==> src/rtl/cdb_arbiter.sv <==
// Purpose: round-robin arbiter putting RS/ALU and LSB results onto the single CDB, with one small result queue per producer.
// Latency: 1 cycle from an input on an empty, winning queue (bypass) to the registered broadcast; queued results take 2 or more cycles.
// Backpressure: *_stall asserts combinationally once a queue holds QDEPTH-SLACK entries; a push into a full queue with no pop is dropped and flagged.
module cdb_arbiter #(
    parameter int ROB_IDX_W = 4,
    parameter int DATA_W    = 32,
    parameter int QDEPTH    = 4,
    parameter int SLACK     = 2
) (
    input  logic                 clk,
    input  logic                 rst_in,
    input  logic                 rdy_in,
    input  logic                 roll_back,
    input  logic                 rs_in_en,
    input  logic [ROB_IDX_W-1:0] rs_rob_idx_in,
    input  logic [DATA_W-1:0]    rs_val_in,
    input  logic                 lsb_in_en,
    input  logic [ROB_IDX_W-1:0] lsb_rob_idx_in,
    input  logic [DATA_W-1:0]    lsb_val_in,
    output logic                 rs_stall,
    output logic                 lsb_stall,
    output logic                 cdb_en,
    output logic                 cdb_src,
    output logic [ROB_IDX_W-1:0] cdb_rob_idx,
    output logic [DATA_W-1:0]    cdb_val,
    output logic                 overflow_err
);

    localparam int PW = $clog2(QDEPTH);
    localparam int CW = PW + 1;
    localparam logic [CW-1:0] FULL_CNT = CW'(QDEPTH);
    localparam logic [CW-1:0] STALL_TH = CW'(QDEPTH - SLACK);

    // Source 0 is the RS/ALU writeback, source 1 is the load/store buffer.
    logic [1:0]           in_en;
    logic [ROB_IDX_W-1:0] in_idx [2];
    logic [DATA_W-1:0]    in_val [2];

    assign in_en     = {lsb_in_en, rs_in_en};
    assign in_idx[0] = rs_rob_idx_in;
    assign in_idx[1] = lsb_rob_idx_in;
    assign in_val[0] = rs_val_in;
    assign in_val[1] = lsb_val_in;

    logic [ROB_IDX_W-1:0] q_idx [2][QDEPTH];
    logic [DATA_W-1:0]    q_val [2][QDEPTH];
    logic [PW-1:0]        rd_ptr [2];
    logic [PW-1:0]        wr_ptr [2];
    logic [CW-1:0]        cnt [2];
    logic                 last_grant;

    logic [1:0]           avail, grant, pop, bypass, push_req, full, push, ovf;
    logic [ROB_IDX_W-1:0] cand_idx [2];
    logic [DATA_W-1:0]    cand_val [2];
    logic                 advance;

    // Hold everything while a flush or a global stall is in effect.
    assign advance = !rst_in && !roll_back && rdy_in;

    assign rs_stall  = (cnt[0] >= STALL_TH);
    assign lsb_stall = (cnt[1] >= STALL_TH);

    // Candidate selection, round-robin grant and per-queue push/pop decisions.
    always_comb begin
        avail    = '0;
        grant    = '0;
        pop      = '0;
        bypass   = '0;
        push_req = '0;
        full     = '0;
        push     = '0;
        ovf      = '0;
        for (int s = 0; s < 2; s++) begin
            avail[s]    = (cnt[s] != '0) || in_en[s];
            cand_idx[s] = (cnt[s] != '0) ? q_idx[s][rd_ptr[s]] : in_idx[s];
            cand_val[s] = (cnt[s] != '0) ? q_val[s][rd_ptr[s]] : in_val[s];
        end
        // On a tie the source that did not win last time goes first.
        grant[0] = avail[0] && (!avail[1] || last_grant);
        grant[1] = avail[1] && !grant[0];
        for (int s = 0; s < 2; s++) begin
            pop[s]      = grant[s] && (cnt[s] != '0);
            bypass[s]   = grant[s] && (cnt[s] == '0);
            push_req[s] = in_en[s] && !bypass[s];
            full[s]     = (cnt[s] == FULL_CNT);
            // A full queue that pops this cycle frees the slot being written.
            push[s]     = push_req[s] && (!full[s] || pop[s]);
            ovf[s]      = push_req[s] && full[s] && !pop[s];
        end
    end

    // Queue storage; payload memories need no reset since cnt gates every read.
    always_ff @(posedge clk) begin
        if (advance) begin
            for (int s = 0; s < 2; s++) begin
                if (push[s]) begin
                    q_idx[s][wr_ptr[s]] <= in_idx[s];
                    q_val[s][wr_ptr[s]] <= in_val[s];
                end
            end
        end
    end

    // Pointers, counts, broadcast registers, grant history and the sticky error.
    always_ff @(posedge clk) begin
        if (rst_in) begin
            for (int s = 0; s < 2; s++) begin
                rd_ptr[s] <= '0;
                wr_ptr[s] <= '0;
                cnt[s]    <= '0;
            end
            cdb_en       <= 1'b0;
            cdb_src      <= 1'b0;
            cdb_rob_idx  <= '0;
            cdb_val      <= '0;
            last_grant   <= 1'b1;
            overflow_err <= 1'b0;
        end else if (roll_back) begin
            for (int s = 0; s < 2; s++) begin
                rd_ptr[s] <= '0;
                wr_ptr[s] <= '0;
                cnt[s]    <= '0;
            end
            cdb_en      <= 1'b0;
            cdb_src     <= 1'b0;
            cdb_rob_idx <= '0;
            cdb_val     <= '0;
        end else if (rdy_in) begin
            for (int s = 0; s < 2; s++) begin
                if (push[s]) wr_ptr[s] <= wr_ptr[s] + PW'(1);
                if (pop[s])  rd_ptr[s] <= rd_ptr[s] + PW'(1);
                cnt[s] <= cnt[s] + CW'(push[s]) - CW'(pop[s]);
            end
            if (|grant) begin
                cdb_en      <= 1'b1;
                cdb_src     <= grant[1];
                cdb_rob_idx <= grant[1] ? cand_idx[1] : cand_idx[0];
                cdb_val     <= grant[1] ? cand_val[1] : cand_val[0];
                last_grant  <= grant[1];
            end else begin
                cdb_en      <= 1'b0;
                cdb_src     <= 1'b0;
                cdb_rob_idx <= '0;
                cdb_val     <= '0;
            end
            if (|ovf) overflow_err <= 1'b1;
        end
    end

endmodule

==> config.mk <==
export PLATFORM = sky130hd
export DESIGN_NAME = cdb_arbiter
export DESIGN_NICKNAME = d
export VERILOG_FILES = /design/src/rtl/cdb_arbiter.sv
export SDC_FILE = /design/constraint.sdc
export NUM_CORES = 1
export LEC_CHECK = 0
export ABC_CLOCK_PERIOD_IN_PS = 4350
export CAP_MARGIN = 20
export CORE_UTILIZATION = 62
export DETAILED_ROUTE_END_ITERATION = 12
export PLACE_DENSITY = 0.88
export SLEW_MARGIN = 20
export SYNTH_ARGS = -nofsm -noshare
export SYNTH_HDL_FRONTEND = slang
export SYNTH_SLANG_ARGS = --single-unit
export TNS_END_PERCENT = 20
==> constraint.sdc <==
create_clock -name clk -period 4.35 [get_ports clk]
set_clock_uncertainty 0.15 [all_clocks]
set_input_delay 0.6525 -clock clk [delete_from_list [all_inputs] [get_ports clk]]
set_output_delay 0.6525 -clock clk [all_outputs]
set_load 0.1 [all_outputs]
## Yosys cells after proc, flatten, opt, wreduce, memory -nomap -nowiden

Memories as Yosys holds them, arrays and structs flattened.
Cells that the tools add are included.

| storage, ports and cells | value |
|---|---|
| register bits | 40 |
| memory bits (writable) | 302 |
| input bits | 78 |
| output and inout bits | 41 |
| logic and storage cells | 165 |
| memories | 5 |

| operators by class | value |
|---|---|
| $add $sub $neg | 8 |
| magnitude comparators | 8 |
| equal/unequal tests | 2 |
| muxes and demuxes | 77 |
| bitwise operators | 17 |
| reduce and logical (&&, ||, !) cells | 42 |

Memories:

| memory | words | bits a word | read ports | clocked after Yosys merged registers in | write ports | line | source |
|---|---|---|---|---|---|---|---|
| q_val | 2 | 128 | 2 | 0 | 2 | 46 | `logic [DATA_W-1:0] q_val [2][QDEPTH];` |
| q_idx | 2 | 16 | 2 | 0 | 2 | 45 | `logic [ROB_IDX_W-1:0] q_idx [2][QDEPTH];` |
| cnt | 2 | 3 | 2 | 0 | 2 | 49 | `logic [CW-1:0] cnt [2];` |
| rd_ptr | 2 | 2 | 2 | 0 | 2 | 47 | `logic [PW-1:0] rd_ptr [2];` |
| wr_ptr | 2 | 2 | 2 | 0 | 2 | 48 | `logic [PW-1:0] wr_ptr [2];` |

Operator list:

| operator | number |
|---|---|
| 32-bit 2-to-1 mux | 10 |
| 128-bit 2-to-1 mux | 2 |
| 32-bit binary-select mux with 2-bit select | 2 |
| 32-bit demux with 2-bit select | 2 |
| 4-bit 2-to-1 mux | 10 |
| 1-bit 2-to-1 mux | 33 |
| 16-bit 2-to-1 mux | 2 |
| 1-bit logical AND | 18 |
| 4-bit binary-select mux with 2-bit select | 2 |
| 4-bit demux with 2-bit select | 2 |
| 2-bit 2-to-1 mux | 8 |
| 3-bit >= comparator, second input constant | 4 |
| 3-bit 2-to-1 mux | 4 |
| 2-bit inverter with 3-bit output | 4 |
| 1-bit OR | 12 |
| 1-bit zero test | 10 |
| 2-bit by 1-bit adder with 2-bit output, second input constant | 4 |
| 3-bit by 1-bit adder with 3-bit output | 2 |
| 3-bit equality test, second input constant | 2 |
| 3-bit by 2-bit >= comparator with 1-bit output, second input constant | 2 |
| 3-bit zero test | 2 |
| 3-bit by 1-bit < comparator with 1-bit output, second input constant | 2 |
| 3-bit AND reduction | 2 |
| 3-bit nonzero test | 2 |
| 4 further kinds | 11 |

## Logic depth before layout (Yosys ltp)

Gate-level depths: netlist of the first run.

| logic depth | value |
|---|---|
| depth after elaboration | 17 |
| depth in mapped cells | 12 |
| mapped depth without buffers | 10 |

## Worst setup path before layout of the first run

Ideal clock, no wire load.

| timing | value |
|---|---|
| path type | register to output |
| from | mem cnt[0][1] (netlist name) |
| to | out rs_stall |
| data arrival time | 2789 ps |
| path slack | 758 ps |
| stages on the path, launching flop included | 3 |
| buffers on the path | 0 |
| path through | edfxtp_1 -> inv_1 -> o31ai_1 |

RTL lines:

| what | line | source |
|---|---|---|
| from (decl) | 49 |  |
| to (decl) | 20 | `output logic rs_stall,` |

==> impl_metrics.ini, run 1 <==
[floorplan]
rows = 54
die_h_um = 151
core_area_mm2 = 0.0218
ioPinCount = 119
start_util_pct = 63.3
dieArea_mm2 = 0.0229
die_w_um = 151

[cells_and_area]
fillCellCount = 1187
layout-drive-gt1-share_pct = 15.8
area_growth_pct = 19.3
finalInstanceArea_mm2 = 0.0165
layout.nets = 1042
diodes = 0

[cts]
cts_buffer_depth = 3
path_clk_slew_ns = 0.06
post-cts-setup-buffer-count = 0
root_buffer = clkbuf_16
cts_sinks = 342
hold_buffers = 0
postCtsResizedCells = 0
worstSkewPairLatency_ns = 0.51
cts_tree = done
htreeDepth = 2
cts_buffers = 35

[pwr]
p_int_uw = 5810
power_frac_comb_pct = 12.6
p_leak_uw = 0.00533
power_frac_seq_pct = 47.7
swShare_pct = 24.4
switchingPower_uw = 1880
power_uw = 7690
clockPowerShare_pct = 39.7
vdd_drop_max_mv = 0.341
power.density_mw_per_mm2 = 466

[drt]
drc = 0
firstDrtPassIters = 5
drt_iter0_drc = 896
drt_wl_total_um = 32400
viasPerCell = 6.58
avgRoutedWirePerCell_um = 25.8
ant_nets = 0
via_count = 8254

[critical_path]
required_ns = 3.55
critical_path.slowest_cell = clkdlybuf4s50_1
critPathMaxFanout = 6
path_cells = inv_1 -> ha_1 -> o31ai_1 -> clkdlybuf4s50_1
max_stage_delay_ns = 1.17
endpoint_kind = output port
r2r-start = cnt[0][0]
crit_start = cnt[0][1]
path_class = flip-flop to output port
crit_path_start_kind = flip-flop
arrival_ns = 2.57
worst_r2r_path_depth = 11

[placed_design]
dpl-instance-area_mm2 = 0.0153
dpl.hpwl_um = 18700
pre_cts_slack_ns = 0.813
gp_congestion = 0.874
io_buffers = 118

[global_routing]
grt_usage_pct = 29.4
grt_pass1_vias = 8323
grt_pass1_wl_um = 48400
grt_overflow = 0
antenna_found_initial = 0
grt_max_degree = 74

[sta]
max_freq_mhz = 297
setup_violations = 0
worst_pin_slew_ns = 1.12
finalCritPeriodShare_pct = 77.4
finalHoldViolations = 0
fin_crit_ns = 3.37
fin_setup_tns_ns = 0
rsz0062_at_grt = no
hold-worst-slack_ns = 0.297
slew_viol_final = 0
setup_ws_ns = 0.981
slew_headroom_pct = 25.3

[synth]
syn_inst = 824
yosysWarnings = 0
syn-num-nets = 918
synth_edf_count = 302
synth_ff_type = edfxtp_1
ys_seq_area_share_pct = 71.4
yosys-top-cells-area = edfxtp_1 (66%), mux4_2 (12%), dfxtp_1 (5.8%), a21oi_1 (2.7%), o21ai_0 (2.5%)
async_flop_share_pct = 0
synthDistinctLibCells = 39
synth-seq-cells = 342
synth_top_area_share_pct = 65.6
syn_area_mm2 = 0.0138
syn_area_per_cell_um2 = 16.8
yosysTopAreaCell = edfxtp_1

[min_path]
hp-start = cdb_val[23]
hold_class = flip-flop to flip-flop
whs_path_depth = 2

[job]
drv_cap = 0

[status]
status = complete, no violations
[logic make-up (layout without fill, tap and decap cells)]
logic type / Yosys count / count (layout) / share of synthesized area (%)
compound gates: 204 / 204 / 8.46
xor+xnor: 5 / 5 / 0.317
fa+ha+maj: 16 / 16 / 1.56
buf+inv: 74 / 224 / 2.23
flops: 342 / 342 / 71.4
mux: 73 / 73 / 11.8
simple gates: 110 / 110 / 4.23
[power groups by stage]
stage          combinational (uW)  sequential (uW)  clock, uW
6_report                      969             3670       3050
5_1_grt                      1030             3670       3200
4_1_cts                       963             3670       3070
3_5_place_dp                  943             3740          0
3_3_place_gp                  918             3740          0
2_1_floorplan                 458             3890          0
[sequential cells by signal (all words and copies together), names as in the netlist]
register and count:
cdb_val 32, wr_ptr 4, overflow_err 1, q_val 256, rd_ptr 4, last_grant 1, cdb_en 1, cdb_src 1
q_idx 32, cnt 6, cdb_rob_idx 4
[cell usage after synthesis (all sizes together) (2+ instances only)]
cell    count
nand2      38
a21boi      4
dfxtp      40
nor2b      36
or3         3
a21oi      74
ha         14
fa          2
nor4        2
and2        8
o21ai      77
and3        5
edfxtp    302
a31oi       3
inv        22
clkbuf     36
mux4       72
buf        16
o31ai      37
o21bai      2
xnor2       5
nor2       12
nor3        3
[worst max-delay path: cells and delay by family, from the launching register on]
| family | cells | cell delay, ns |
|---|---|---|
| AOI/OAI and AO/OA | 1 | 0.07 |
| buffers and inverters | 2 | 1.27 |
| DFF | 1 | 0.51 |
| adders and majority gates | 1 | 0.21 |
[stage by stage]
stage	std cells	utilization [%]
6_report	1254	75.6
5_1_grt	1254	75.6
4_1_cts	1254	75.6
3_5_place_dp	1191	70.2
3_3_place_gp	1191	70.2
2_1_floorplan	824	-
[worst paths after layout]
check                     end  slack [ns]
setup / recovery     rs_stall        0.98
setup reg to reg    cnt[0][5]        1.35
hold / removal    cdb_val[23]        0.30
hold reg to reg   cdb_val[23]        0.30
[placed cells by master (no fill, tap or decap), types with 36 or more instances in the layout]
cell type        Yosys  routed
a21oi_1             74      74
clkbuf_16            0      37
clkdlybuf4s50_1      0     118
dfxtp_1             40      40
edfxtp_1           302     302
mux4_2              72      72
nand2_1             38      38
nor2b_1             36      36
o21ai_0             70      70
o31ai_1             37      37
[metal layers]
| layer | part of all wire (%) | wire, um | GRT usage [%] |
|---|---|---|---|
| met1 | 37 | 12000 | 39.7 |
| met2 | 51 | 16400 | 47.7 |
| met3 | 9.3 | 3020 | 6.69 |
| met4 | 2.8 | 903 | 9.45 |
| met5 | 0 | 0 | 0 |
[final cells by class]
| type | instances | area [um2] | area share [%] |
|---|---|---|---|
| Tap cell | 280 | 350 | 2.12 |
| Timing Repair Buffer | 139 | 1340 | 8.12 |
| Clock buffer | 42 | 955 | 5.79 |
| Multi-Input combinational cell | 408 | 3670 | 22.3 |
| Clock inverter | 21 | 226 | 1.37 |
| Sequential cell | 342 | 9870 | 59.8 |
| Inverter | 22 | 82.6 | 0.501 |
No activity file was read; power rests on OpenSTA's default activity.
==> inputs of run 2 (changes only) <==
--- a/config.mk
+++ b/config.mk
@@ -5,11 +5,11 @@
 export SDC_FILE = /design/constraint.sdc
 export NUM_CORES = 1
 export LEC_CHECK = 0
-export ABC_CLOCK_PERIOD_IN_PS = 4350
+export ABC_CLOCK_PERIOD_IN_PS = 3000
 export CAP_MARGIN = 20
-export CORE_UTILIZATION = 62
+export CORE_UTILIZATION = 52
 export DETAILED_ROUTE_END_ITERATION = 12
-export PLACE_DENSITY = 0.88
+export PLACE_DENSITY = 0.79
 export SLEW_MARGIN = 20
 export SYNTH_ARGS = -nofsm -noshare
 export SYNTH_HDL_FRONTEND = slang
==> constraint.sdc (replaced) <==
create_clock -name clk -period 3 [get_ports clk]
set_clock_uncertainty 0.15 [all_clocks]
set_input_delay 0.45 -clock clk [delete_from_list [all_inputs] [get_ports clk]]
set_output_delay 0.45 -clock clk [all_outputs]
set_load 0.1 [all_outputs]
==> impl_metrics.ini, run 2 (synthesis gave the netlist of run 1 again) <==
[floorplan]
die_w_um = 165
core_area_mm2 = 0.0261
rows = 59
ioPinCount = 119
dieArea_mm2 = 0.0272
die_h_um = 165
start_util_pct = 53.0

[critical_path]
required_ns = 3.10
crit_path_start_kind = flip-flop
critPathMaxFanout = 5
cpMostUsedCell = inv_1
endpoint_kind = flip-flop
path_class = flip-flop to flip-flop
max_stage_delay_ns = 0.52
arrival_ns = 2.82
critical_path.slowest_cell = edfxtp_1
path_cells = or3_2 -> nand2_1 -> inv_1 -> ha_1 -> inv_1 -> ha_1 -> inv_1 -> fa_1 -> xnor2_1 -> nor2_1

[sta]
hold-worst-slack_ns = 0.310
slew_headroom_pct = 53.6
worst_pin_slew_ns = 0.696
rsz0062_at_grt = no
fin_crit_ns = 2.72
finalCritPeriodShare_pct = 90.6
finalHoldViolations = 0
slew_viol_final = 0
setup_violations = 0
max_freq_mhz = 368

[drt]
via_count = 7987
viasPerCell = 6.04
avgRoutedWirePerCell_um = 23.4
firstDrtPassIters = 8
drt_wl_total_um = 31000
ant_nets = 0
drt_iter0_drc = 855
drc = 0

[cts]
root_buffer = clkbuf_16
cts_buffers = 34
cts_tree = done
htreeDepth = 2
postCtsResizedCells = 0
cts_buffer_depth = 3
cts_sinks = 342
worstSkewPairLatency_ns = 0.51
post-cts-setup-buffer-count = 0
path_clk_slew_ns = 0.06
hold_buffers = 0

[min_path]
hold_class = flip-flop to flip-flop

[cells_and_area]
finalInstanceArea_mm2 = 0.0165
layout.nets = 1057
largest_register_ffs = 256
area_growth_pct = 19.4
final_common_cell = edfxtp_1
most-common-layout-cells = edfxtp_1 (302), clkdlybuf4s50_1 (77), a21oi_1 (74)
multi_input_area_mm2 = 0.00368
fillCellCount = 1813
layout-drive-gt1-share_pct = 20.6
ff_latch_area_mm2 = 0.00987

[placed_design]
gp_congestion = 0.871
io_buffers = 118
dpl.hpwl_um = 19300
dpl-instance-area_mm2 = 0.0155

[pwr]
switchingPower_uw = 2660
p_int_uw = 7890
power.density_mw_per_mm2 = 639
p_leak_uw = 0.00542
power_frac_comb_pct = 13.5
clockPowerShare_pct = 36.2
power_frac_seq_pct = 50.4
vdd_drop_max_mv = 0.403
swShare_pct = 25.2

[global_routing]
grt_pass1_vias = 7957
grt_max_degree = 74
grt_overflow = 0
grt_usage_pct = 23.1
antenna_found_initial = 1
grt_pass1_wl_um = 46000

[status]
status = complete, no violations

[job]
drv_cap = 0
run 2: worst max-delay path: cells and delay by family (launching register included):
family | cells | cell delay [ns]
adders and majority gates | 3 | 0.81
xor gates and xnor gates | 1 | 0.16
and+or+nand+nor | 3 | 0.66
buffers and inverters | 3 | 0.16
DFF | 1 | 0.52
run 2: path summary, 6_finish.rpt:
kind	start	to	slack (ns)	cells past startpoint
worst max-delay path	cnt[0][4]	cnt[0][5]	0.28	10
worst min register to register	cdb_val[23]	cdb_val[23]	0.31	2
worst max register to register	cnt[0][4]	cnt[0][5]	0.28	10
worst min-delay path	cdb_val[23]	cdb_val[23]	0.31	2
run 2: power by group through the flow:
| stage | clock (uW) | sequential (uW) | combinational, uW |
|---|---|---|---|
| 2_1_floorplan | 0 | 5640 | 666 |
| 3_3_place_gp | 0 | 5410 | 1370 |
| 3_5_place_dp | 0 | 5420 | 1400 |
| 4_1_cts | 3870 | 5320 | 1420 |
| 5_1_grt | 4040 | 5320 | 1510 |
| 6_report | 3820 | 5320 | 1420 |
run 2: metal layers:
metal / GRT usage (%) / vias up / part of all wire, %
li1: - / 3527 / -
met1: 31.5 / 4012 / 39
met2: 37.2 / 388 / 49
met3: 4.37 / 60 / 8.8
met4: 8.55 / 0 / 2.7
met5: 0 / - / 0
run 2: layout make-up:
class | instances | area share [%]
diodes | 1 | 0.0152
clock buffers | 44 | 5.51
clock inverters | 16 | 0.485
inverters | 22 | 0.500
multi-input cells | 408 | 22.3
flip-flops and latches | 342 | 59.8
well taps | 335 | 2.54
repair buffers | 155 | 8.90
run 2: stage by stage:
stage	worst slack, ns	TNS (ns)	power, uW	utilization, %	cells
after CTS	0.289	0	10600	63.3	1322
after detailed placement	-0.135	-0.208	6820	59.5	1262
after global placement	-0.0676	-0.0680	6780	59.5	1262
after global routing	0.175	0	10900	63.4	1323
final	0.282	0	10600	63.4	1323
after floorplan	0.191	0	6310	-	824
==> inputs of run 3 (changes only) <==
--- a/config.mk
+++ b/config.mk
@@ -7,9 +7,9 @@
 export LEC_CHECK = 0
 export ABC_CLOCK_PERIOD_IN_PS = 3000
 export CAP_MARGIN = 20
-export CORE_UTILIZATION = 52
+export CORE_UTILIZATION = 50
 export DETAILED_ROUTE_END_ITERATION = 12
-export PLACE_DENSITY = 0.79
+export PLACE_DENSITY = 0.76
 export SLEW_MARGIN = 20
 export SYNTH_ARGS = -nofsm -noshare
 export SYNTH_HDL_FRONTEND = slang
==> impl_metrics.ini, run 3 (synthesis gave the netlist of run 1 again) <==
[status]
status = complete, no violations

[sta]
finalCritPeriodShare_pct = 88.8
finalHoldViolations = 0
worst_pin_slew_ns = 0.691
fin_crit_ns = 2.66
slew_headroom_pct = 53.9
setup_violations = 0
max_freq_mhz = 375
slew_viol_final = 0
rsz0062_at_grt = no

[pwr]
power_frac_comb_pct = 13.1
switchingPower_uw = 2710
power.density_mw_per_mm2 = 650
swShare_pct = 24.8
vdd_drop_max_mv = 0.382
power_frac_seq_pct = 48.8
power_uw = 10900
clockPowerShare_pct = 38.0
p_leak_uw = 0.00551
p_int_uw = 8190

[global_routing]
grt_overflow = 0
grt_max_degree = 74
grt_usage_pct = 22.4
grt_pass1_wl_um = 47500
grt_pass1_vias = 8108
antenna_found_initial = 1

[cells_and_area]
most-common-layout-cells = edfxtp_1 (302), clkdlybuf4s50_1 (77), a21oi_1 (74)
largest_register_ffs = 256
final_core_util_pct = 62.0
fillCellCount = 1885
layout.cells.non_filler = 1336
final_common_cell = edfxtp_1
layout.nets = 1064
area_growth_pct = 21.3
layout-drive-gt1-share_pct = 21.6

[cts]
cts_tree = done
cts_buffer_depth = 3
htreeDepth = 2
cts_buffers = 35
hold_buffers = 0
path_clk_slew_ns = 0.06
root_buffer = clkbuf_16
postCtsResizedCells = 0
post-cts-setup-buffer-count = 0
cts_sinks = 342
worstSkewPairLatency_ns = 0.51

[floorplan]
dieArea_mm2 = 0.0283
core_area_mm2 = 0.0270
start_util_pct = 51.1
die_w_um = 168
rows = 60
die_h_um = 168
ioPinCount = 119

[critical_path]
path_class = flip-flop to flip-flop
crit_path_start_kind = flip-flop
critPathMaxFanout = 6
endpoint_kind = flip-flop
arrival_ns = 2.78
required_ns = 3.11

[drt]
via_count = 7856
drt_wl_total_um = 30400
drt_iter0_drc = 806
avgRoutedWirePerCell_um = 22.8
firstDrtPassIters = 5
drc = 0
viasPerCell = 5.88
ant_nets = 0

[placed_design]
io_buffers = 118
dpl.hpwl_um = 19200
gp_congestion = 0.836
dpl.cell_count = 1274

[job]
drv_cap = 0

[min_path]
hold_class = flip-flop to flip-flop
run 3: cell count changes in the layout (fill, tap and decap cells not counted), sizes merged:
cell / delta
buf: +6
clkinv: -3
clkinvlp: +3
bufinv: +2
inv: -1
run 3: area by class of cell:
class                           count  area (um2)  area share (%)
Antenna cell                        1        2.50          0.0149
Clock buffer                       44         952            5.68
Clock inverter                     17         139           0.828
Inverter                           22        82.6           0.493
Multi-Input combinational cell    408        3680            21.9
Sequential cell                   342        9870            58.9
Tap cell                          341         427            2.55
Timing Repair Buffer              161        1610            9.63
run 3: worst max-delay path: stages (launching register included):
cell and delay [ns]:
edfxtp_1 0.50, o41ai_4 0.44, buf_4 0.18, xnor2_1 0.07, a21boi_1 0.23, ha_1 0.19, inv_1 0.05, fa_1 0.40
xnor2_1 0.16, nor2_1 0.05
run 3: path summary, 6_finish.rpt:
check / start / endpoint / cells past startpoint / slack (ns)
worst max-delay path: cnt[0][0] / cnt[0][5] / 9 / 0.34
worst max register to register: cnt[0][0] / cnt[0][5] / 9 / 0.34
worst min register to register: cdb_val[23] / cdb_val[23] / 2 / 0.30
worst min-delay path: cdb_val[23] / cdb_val[23] / 2 / 0.30
run 3: routing by layer:
layer,up-vias,wire length [um],track usage [%]
met3,42,1900,4.40
met4,0,629,6.01
met5,-,0,0
met1,3997,13300,31.5
met2,268,14600,36.1
li1,3549,-,-
run 3: metrics by stage:
| step | hold WS [ns] | setup slack [ns] | cell area (um2) | setup TNS, ns |
|---|---|---|---|---|
| final | 0.304 | 0.335 | 16800 | 0 |
| after global placement | 0.288 | -0.0575 | 15700 | -0.0575 |
| after detailed placement | 0.296 | -0.122 | 15700 | -0.157 |
| after global routing | 0.330 | 0.173 | 16800 | 0 |
| after floorplan | 0.399 | 0.191 | 13800 | 0 |
| after CTS | 0.312 | 0.329 | 16800 | 0 |
run 3: power by group through the flow:
| stage | logic [uW] | clock network [uW] | registers [uW] |
|---|---|---|---|
| 2_1_floorplan | 666 | 0 | 5640 |
| 3_3_place_gp | 1400 | 0 | 5420 |
| 3_5_place_dp | 1420 | 0 | 5420 |
| 4_1_cts | 1430 | 4210 | 5320 |
| 5_1_grt | 1530 | 4380 | 5320 |
| 6_report | 1430 | 4140 | 5320 |
